[src/rtl/enqueue_agent_v0_2_if.sv]
// enqueue_agent_v0_2 bus: AXIS ingress, per-port enables, drop-counter read port.
// master = upstream/driver side, slave = the enqueue agent.
interface enqueue_agent_v0_2_if #(
    parameter int unsigned NUM_PORTS   = 5,
    parameter int unsigned TUSER_WIDTH = 128,
    parameter int unsigned CNT_WIDTH   = 32
);
    logic                   s_axis_tvalid;
    logic                   s_axis_tready;
    logic [TUSER_WIDTH-1:0] s_axis_tuser;
    logic                   s_axis_tlast;
    logic                   s_axis_tpifo_valid;
    logic [NUM_PORTS-1:0]   s_axis_buffer_almost_full;
    logic [NUM_PORTS-1:0]   s_axis_pifo_full;
    logic                   m_axis_valid;
    logic [NUM_PORTS-1:0]   m_axis_ctl_buffer_wr_en;
    logic [NUM_PORTS-1:0]   m_axis_ctl_pifo_in_en;
    logic [4:0]             s_axi_addr;
    logic                   s_axi_req_valid;
    logic [CNT_WIDTH-1:0]   m_axi_data;
    logic                   m_axi_resp_valid;

    modport master (
        output s_axis_tvalid,
        input  s_axis_tready,
        output s_axis_tuser,
        output s_axis_tlast,
        output s_axis_tpifo_valid,
        output s_axis_buffer_almost_full,
        output s_axis_pifo_full,
        input  m_axis_valid,
        input  m_axis_ctl_buffer_wr_en,
        input  m_axis_ctl_pifo_in_en,
        output s_axi_addr,
        output s_axi_req_valid,
        input  m_axi_data,
        input  m_axi_resp_valid
    );

    modport slave (
        input  s_axis_tvalid,
        output s_axis_tready,
        input  s_axis_tuser,
        input  s_axis_tlast,
        input  s_axis_tpifo_valid,
        input  s_axis_buffer_almost_full,
        input  s_axis_pifo_full,
        output m_axis_valid,
        output m_axis_ctl_buffer_wr_en,
        output m_axis_ctl_pifo_in_en,
        input  s_axi_addr,
        input  s_axi_req_valid,
        output m_axi_data,
        output m_axi_resp_valid
    );
endinterface

[src/rtl/enqueue_agent_v0_2.sv]
// enqueue_agent_v0_2: per-packet multicast admission, buffer write and PIFO insert enables.
// Optional drop counters enabled by defining ENQ_DROP_CNT_EN.
module enqueue_agent_v0_2 #(
    parameter int unsigned NUM_PORTS    = 5,
    parameter int unsigned TUSER_WIDTH  = 128,
    parameter int unsigned DST_OFFSET   = 24,
    parameter int unsigned DROP_ON_FULL = 1,
    parameter int unsigned CNT_WIDTH    = 32
) (
    input logic           axis_aclk,
    input logic           axis_resetn,
    enqueue_agent_v0_2_if.slave bus
);
    typedef enum logic [1:0] {
        IDLE = 2'd0,
        FWD  = 2'd1,
        DROP = 2'd2
    } state_t;

    state_t               state;
    logic [NUM_PORTS-1:0] pass;
    logic [NUM_PORTS-1:0] dst;
    logic [NUM_PORTS-1:0] blocked;
    logic [NUM_PORTS-1:0] sop_pass;
    logic [NUM_PORTS-1:0] wr_en_q;
    logic [NUM_PORTS-1:0] pifo_en_q;
    logic                 valid_q;
    logic                 ready;
    logic                 beat;
    logic                 resp_q;
    logic                 unused_tuser;

    assign dst     = bus.s_axis_tuser[DST_OFFSET +: NUM_PORTS];
    assign blocked = bus.s_axis_buffer_almost_full
                   | bus.s_axis_pifo_full;

    // Only the destination field of tuser is consumed.
    assign unused_tuser = ^bus.s_axis_tuser;

    // Drop mode filters full ports at SOP; stall mode keeps the full mask.
    generate
        if (DROP_ON_FULL != 0) begin : g_drop
            assign sop_pass = dst & ~blocked;
            assign ready    = axis_resetn;
        end else begin : g_stall
            assign sop_pass = dst;
            assign ready    = axis_resetn
                            & ((state != IDLE) | ~|(dst & blocked));
        end
    endgenerate

    assign beat              = bus.s_axis_tvalid & ready;
    assign bus.s_axis_tready = ready;

    assign bus.m_axis_valid            = valid_q;
    assign bus.m_axis_ctl_buffer_wr_en = wr_en_q;
    assign bus.m_axis_ctl_pifo_in_en   = pifo_en_q;
    assign bus.m_axi_resp_valid        = resp_q;

    // Packet FSM with registered enables, one cycle behind the beat.
    always_ff @(posedge axis_aclk or negedge axis_resetn) begin
        if (!axis_resetn) begin
            state     <= IDLE;
            pass      <= '0;
            wr_en_q   <= '0;
            pifo_en_q <= '0;
            valid_q   <= 1'b0;
        end else begin
            wr_en_q   <= '0;
            pifo_en_q <= '0;
            valid_q   <= 1'b0;
            if (beat) begin
                unique case (state)
                    IDLE: begin
                        pass <= sop_pass;
                        if (|sop_pass) begin
                            wr_en_q <= sop_pass;
                            valid_q <= 1'b1;
                            if (bus.s_axis_tlast) begin
                                if (bus.s_axis_tpifo_valid)
                                    pifo_en_q <= sop_pass;
                            end else begin
                                state <= FWD;
                            end
                        end else if (!bus.s_axis_tlast) begin
                            state <= DROP;
                        end
                    end
                    FWD: begin
                        wr_en_q <= pass;
                        valid_q <= 1'b1;
                        if (bus.s_axis_tlast) begin
                            if (bus.s_axis_tpifo_valid)
                                pifo_en_q <= pass;
                            state <= IDLE;
                        end
                    end
                    DROP: begin
                        if (bus.s_axis_tlast)
                            state <= IDLE;
                    end
                    default: state <= IDLE;
                endcase
            end
        end
    end

`ifdef ENQ_DROP_CNT_EN
    logic [NUM_PORTS-1:0] dropped;
    logic [CNT_WIDTH-1:0] cnt [NUM_PORTS];
    logic [CNT_WIDTH-1:0] rd_data;
    logic [CNT_WIDTH-1:0] data_q;

    // A port counts as dropped only on an accepted SOP in drop mode.
    assign dropped = (DROP_ON_FULL != 0 && beat && state == IDLE)
                   ? (dst & blocked) : '0;

    // Saturating per-port drop counters.
    always_ff @(posedge axis_aclk or negedge axis_resetn) begin
        if (!axis_resetn) begin
            for (int p = 0; p < NUM_PORTS; p++)
                cnt[p] <= '0;
        end else begin
            for (int p = 0; p < NUM_PORTS; p++)
                if (dropped[p] && !(&cnt[p]))
                    cnt[p] <= cnt[p] + 1'b1;
        end
    end

    // Address decode; out-of-range ports read as zero.
    always_comb begin
        rd_data = '0;
        for (int p = 0; p < NUM_PORTS; p++)
            if (bus.s_axi_addr == 5'(p))
                rd_data = cnt[p];
    end

    // Read response, returning the pre-increment counter value.
    always_ff @(posedge axis_aclk or negedge axis_resetn) begin
        if (!axis_resetn) begin
            resp_q <= 1'b0;
            data_q <= '0;
        end else begin
            resp_q <= bus.s_axi_req_valid;
            data_q <= bus.s_axi_req_valid ? rd_data : '0;
        end
    end

    assign bus.m_axi_data = data_q;
`else
    logic unused_addr;

    assign unused_addr    = ^bus.s_axi_addr;
    assign bus.m_axi_data = '0;

    // Without counters the read port still acknowledges requests.
    always_ff @(posedge axis_aclk or negedge axis_resetn) begin
        if (!axis_resetn)
            resp_q <= 1'b0;
        else
            resp_q <= bus.s_axi_req_valid;
    end
`endif

endmodule

[src/flat_wrapper.sv]
// flat-port wrapper written by rule: the top's interface ports become plain ports
module enqueue_agent_v0_2_flat 
#(
    parameter int unsigned NUM_PORTS    = 5,
    parameter int unsigned TUSER_WIDTH  = 128,
    parameter int unsigned DST_OFFSET   = 24,
    parameter int unsigned DROP_ON_FULL = 1,
    parameter int unsigned CNT_WIDTH    = 32
)
  (axis_aclk, axis_resetn, bus_s_axis_tvalid, bus_s_axis_tready, bus_s_axis_tuser, bus_s_axis_tlast, bus_s_axis_tpifo_valid, bus_s_axis_buffer_almost_full, bus_s_axis_pifo_full, bus_m_axis_valid, bus_m_axis_ctl_buffer_wr_en, bus_m_axis_ctl_pifo_in_en, bus_s_axi_addr, bus_s_axi_req_valid, bus_m_axi_data, bus_m_axi_resp_valid);
  enqueue_agent_v0_2_if #(.NUM_PORTS(NUM_PORTS), .TUSER_WIDTH(TUSER_WIDTH), .CNT_WIDTH(CNT_WIDTH)) bus_i ();
  input logic axis_aclk;
  input logic axis_resetn;
  input wire logic [$bits(bus_i.s_axis_tvalid)-1:0] bus_s_axis_tvalid;
  output wire logic [$bits(bus_i.s_axis_tready)-1:0] bus_s_axis_tready;
  input wire logic [$bits(bus_i.s_axis_tuser)-1:0] bus_s_axis_tuser;
  input wire logic [$bits(bus_i.s_axis_tlast)-1:0] bus_s_axis_tlast;
  input wire logic [$bits(bus_i.s_axis_tpifo_valid)-1:0] bus_s_axis_tpifo_valid;
  input wire logic [$bits(bus_i.s_axis_buffer_almost_full)-1:0] bus_s_axis_buffer_almost_full;
  input wire logic [$bits(bus_i.s_axis_pifo_full)-1:0] bus_s_axis_pifo_full;
  output wire logic [$bits(bus_i.m_axis_valid)-1:0] bus_m_axis_valid;
  output wire logic [$bits(bus_i.m_axis_ctl_buffer_wr_en)-1:0] bus_m_axis_ctl_buffer_wr_en;
  output wire logic [$bits(bus_i.m_axis_ctl_pifo_in_en)-1:0] bus_m_axis_ctl_pifo_in_en;
  input wire logic [$bits(bus_i.s_axi_addr)-1:0] bus_s_axi_addr;
  input wire logic [$bits(bus_i.s_axi_req_valid)-1:0] bus_s_axi_req_valid;
  output wire logic [$bits(bus_i.m_axi_data)-1:0] bus_m_axi_data;
  output wire logic [$bits(bus_i.m_axi_resp_valid)-1:0] bus_m_axi_resp_valid;
  assign bus_i.s_axis_tvalid = bus_s_axis_tvalid;
  assign bus_s_axis_tready = bus_i.s_axis_tready;
  assign bus_i.s_axis_tuser = bus_s_axis_tuser;
  assign bus_i.s_axis_tlast = bus_s_axis_tlast;
  assign bus_i.s_axis_tpifo_valid = bus_s_axis_tpifo_valid;
  assign bus_i.s_axis_buffer_almost_full = bus_s_axis_buffer_almost_full;
  assign bus_i.s_axis_pifo_full = bus_s_axis_pifo_full;
  assign bus_m_axis_valid = bus_i.m_axis_valid;
  assign bus_m_axis_ctl_buffer_wr_en = bus_i.m_axis_ctl_buffer_wr_en;
  assign bus_m_axis_ctl_pifo_in_en = bus_i.m_axis_ctl_pifo_in_en;
  assign bus_i.s_axi_addr = bus_s_axi_addr;
  assign bus_i.s_axi_req_valid = bus_s_axi_req_valid;
  assign bus_m_axi_data = bus_i.m_axi_data;
  assign bus_m_axi_resp_valid = bus_i.m_axi_resp_valid;
  enqueue_agent_v0_2 #(.NUM_PORTS(NUM_PORTS), .TUSER_WIDTH(TUSER_WIDTH), .DST_OFFSET(DST_OFFSET), .DROP_ON_FULL(DROP_ON_FULL), .CNT_WIDTH(CNT_WIDTH)) u_core (.axis_aclk(axis_aclk), .axis_resetn(axis_resetn), .bus(bus_i));
endmodule
[config.mk]
export PLATFORM = sky130hd
export DESIGN_NAME = enqueue_agent_v0_2_flat
export DESIGN_NICKNAME = d
export VERILOG_FILES = /design/src/rtl/enqueue_agent_v0_2_if.sv /design/src/rtl/enqueue_agent_v0_2.sv /design/src/flat_wrapper.sv
export SDC_FILE = /design/constraint.sdc
export NUM_CORES = 1
export LEC_CHECK = 0
export ABC_AREA = 1
export CORE_ASPECT_RATIO = 0.9
export CORE_MARGIN = 5
export CORE_UTILIZATION = 21
export DETAILED_ROUTE_END_ITERATION = 7
export PLACE_DENSITY_LB_ADDON = 0.12
export SYNTH_ARGS = -nofsm -noshare
export SYNTH_HDL_FRONTEND = slang
export SYNTH_SLANG_ARGS = --single-unit
[constraint.sdc]
create_clock -name axis_aclk -period 1.4 [get_ports axis_aclk]
set_input_delay 0.28 -clock axis_aclk [delete_from_list [all_inputs] [get_ports axis_aclk]]
set_output_delay 0.28 -clock axis_aclk [all_outputs]
set_load 0.1 [all_outputs]
==> reports/metrics.yaml <==
drv_slew: 0
cts_tree: "yes"
synth_edf_count: 0
start_kind: "register"
drt_drc_violations_left: 0
port_buffers: 33
yosysUniqueCellTypes: 19
hold_buffers: 0
async_flop_share: 1.000
wl_um: 2261
fin_cells: 229
dieHeight_um: 78.11
dr_total_vias: 808
synth.largest_area_cell: "dfrtp_1"
firstDrtPassIters: 2
yosys_warnings: 0
crit_path_start: "u_core.state[0]"
required_ns: 1.57
pwr-share-comb: 0.500
r2r_end: "u_core.state[0]"
end_kind: "register"
syn_area_um2: 1082
p_sw_mw: 0.9890
io_pins: 194
fp.dieW_um: 85.67
ctsHtreeMaxLevel: 1
drtIter0Drc: 26
synth-seq-cells: 19
dp.cells: 225
hold_viol_final: 0
synthTopCellsByCount: "buf_4, nand2_1, dfrtp_1"
synthTopCellsByArea: "dfrtp_1, buf_4, nand2_1, nor2_1, o21ai_1"
postCtsResizedCells: 1
arrival_ns: 1.47
swShare: 0.4752
hpwl_um: 1966
ant_nets: 0
outcome: "completed"
finalNetCount: 316
max_freq_mhz: 764.3
p_per_area_nw_per_um2: 1312
area.growth.synth_to_final_pct: 46.59
cts_max_path_buffers: 2
num_rows: 24
worstPathMaxFanout: 4
grt_pass1_wl_um: 3746
p_seq_frac: 0.320
ys_seq_area_frac: 0.4393
syn_area_per_cell_um2: 8.799
clockPowerShare: 0.180
die-area_um2: 6691
antenna_found_initial: 0
grt_max_degree: 20
fp.coreArea_um2: 4925
wl_met1_um: 854
p_leak_nw: 0.7482
overflow: 0
grt_pass1_vias: 828
wl_met2_um: 1098
finalClockSkew_ns: 0.001133
clock_sinks: 19
clk_pin_slew_ns: 0.07
grtUsageTotal: 0.07148
setup_viol_count_final: 0
r2r_slack_ns: 0.09
p_int_mw: 1.092
top_layer_used: "met4"
rr_worst_depth: 7
yosysMostFrequentCell: "buf_4"
min_path_type: "in -> async"
period_minus_slack_ns: 1.308
place_congestion: 0.7720
layout-drive-gt1-share: 0.1951
postSynthCellCount: 123
clock_latency_ns: 0.25
met3_length_um: 290
start_util: 0.2198
fin_crit_sh: 0.9346
rr_startpoint: "u_core.state[0]"
post_cts_buffers: 0
vias_per_cell: 3.528
antenna_cells: 0
cts_buffers: 3
synth_flop_cell: "dfrtp_1"
ir_drop_uv: 328.9
worst-setup-path-type: "reg -> reg"
fin_tns_setup_ns: 0
netlist.area_leader.share: 0.4393
wl_per_cell_um: 9.873
maxCapViolations: 0
rsz0062_at_grt: "no"
cts_root_buffer: "clkbuf_8"
-- area by class of cell --
cell class                      count  area [µm²]
Sequential cell                    19       475.5
Timing Repair Buffer               39       504.2
Inverter                           12       50.05
Clock buffer                        4       45.04
Fill cell                         519        3338
Multi-Input combinational cell     90       430.4
Tap cell                           65       81.33
-- worst max-delay path by stage --
stage	slack (ns)	depth (start not counted)	to
floorplan	0.21	7	u_core.state[0]
global placement	-0.05	8	u_core.bus.m_axis_ctl_pifo_in_en[4]
detailed placement	-0.10	5	u_core.state[0]
CTS	0.01	7	u_core.state[0]
global route	0.02	7	u_core.state[0]
finish	0.09	7	u_core.state[0]
-- registers in the layout (all words and copies together), names as in the netlist --
register,count
u_core.bus.m_axis_ctl_buffer_wr_en,5
u_core.bus.m_axis_ctl_pifo_in_en,5
u_core.pass,5
u_core.state,2
u_core.bus.m_axi_resp_valid,1
u_core.bus.m_axis_valid,1
-- worst max-delay path, cell delays in order (launching register included) --
cell and delay, ns:
dfrtp_1 0.39, inv_1 0.09, ha_2 0.27, inv_1 0.05
o21ai_1 0.06, nor2_2 0.15, nand2_1 0.07, o22ai_1 0.15
-- stage by stage --
step	utilization	setup WS, ns	total power, mW	hold WS [ns]	cell area [µm²]
final	0.3222	0.09161	2.081	0.3121	1587
after global routing	0.3222	0.02214	2.209	0.3559	1587
after CTS	0.3211	0.01042	2.097	0.3261	1582
after detailed placement	0.3122	-0.1026	1.711	0.4797	1538
after global placement	0.3122	-0.05458	1.698	0.4693	1538
after floorplan	-	0.2117	1.528	-0.01559	1199
-- routing by layer --
layer | track usage | vias to the layer above
met4 | 0.03323 | 0
met3 | 0.02723 | 2
li1 | - | 398
met1 | 0.08163 | 357
met5 | 0 | -
met2 | 0.1180 | 51
-- logic make-up (layout without fill, tap and decap cells) --
kind of cell,Yosys count,in the layout,synth area share
simple gates,41,41,0.1676
flops,19,19,0.4393
compound gates,15,15,0.09133
other cells,1,32,0.003465
fa+ha+maj,2,2,0.02312
buf+inv,45,55,0.2751
-- cells in the final DEF (no fill, tap or decap), types with 2 or more instances in the layout --
| cell type | n |
|---|---|
| buf_12 | 13 |
| o21ai_1 | 10 |
| inv_2 | 2 |
| clkbuf_8 | 3 |
| buf_4 | 6 |
| conb_1 | 32 |
| nand2_4 | 2 |
| clkdlybuf4s50_1 | 19 |
| nand3_1 | 2 |
| dfrtp_1 | 19 |
| nand2_1 | 20 |
| inv_1 | 9 |
| nor2_1 | 14 |
-- power groups by stage --
stage	combinational [mW]	sequential [mW]	clock [mW]
global route	1.12	0.672	0.419
detailed placement	1.03	0.677	0
global placement	1.02	0.675	0
CTS	1.04	0.666	0.395
finish	1.04	0.667	0.374
floorplan	0.746	0.782	0
Power figures use the tool's default switching activity.
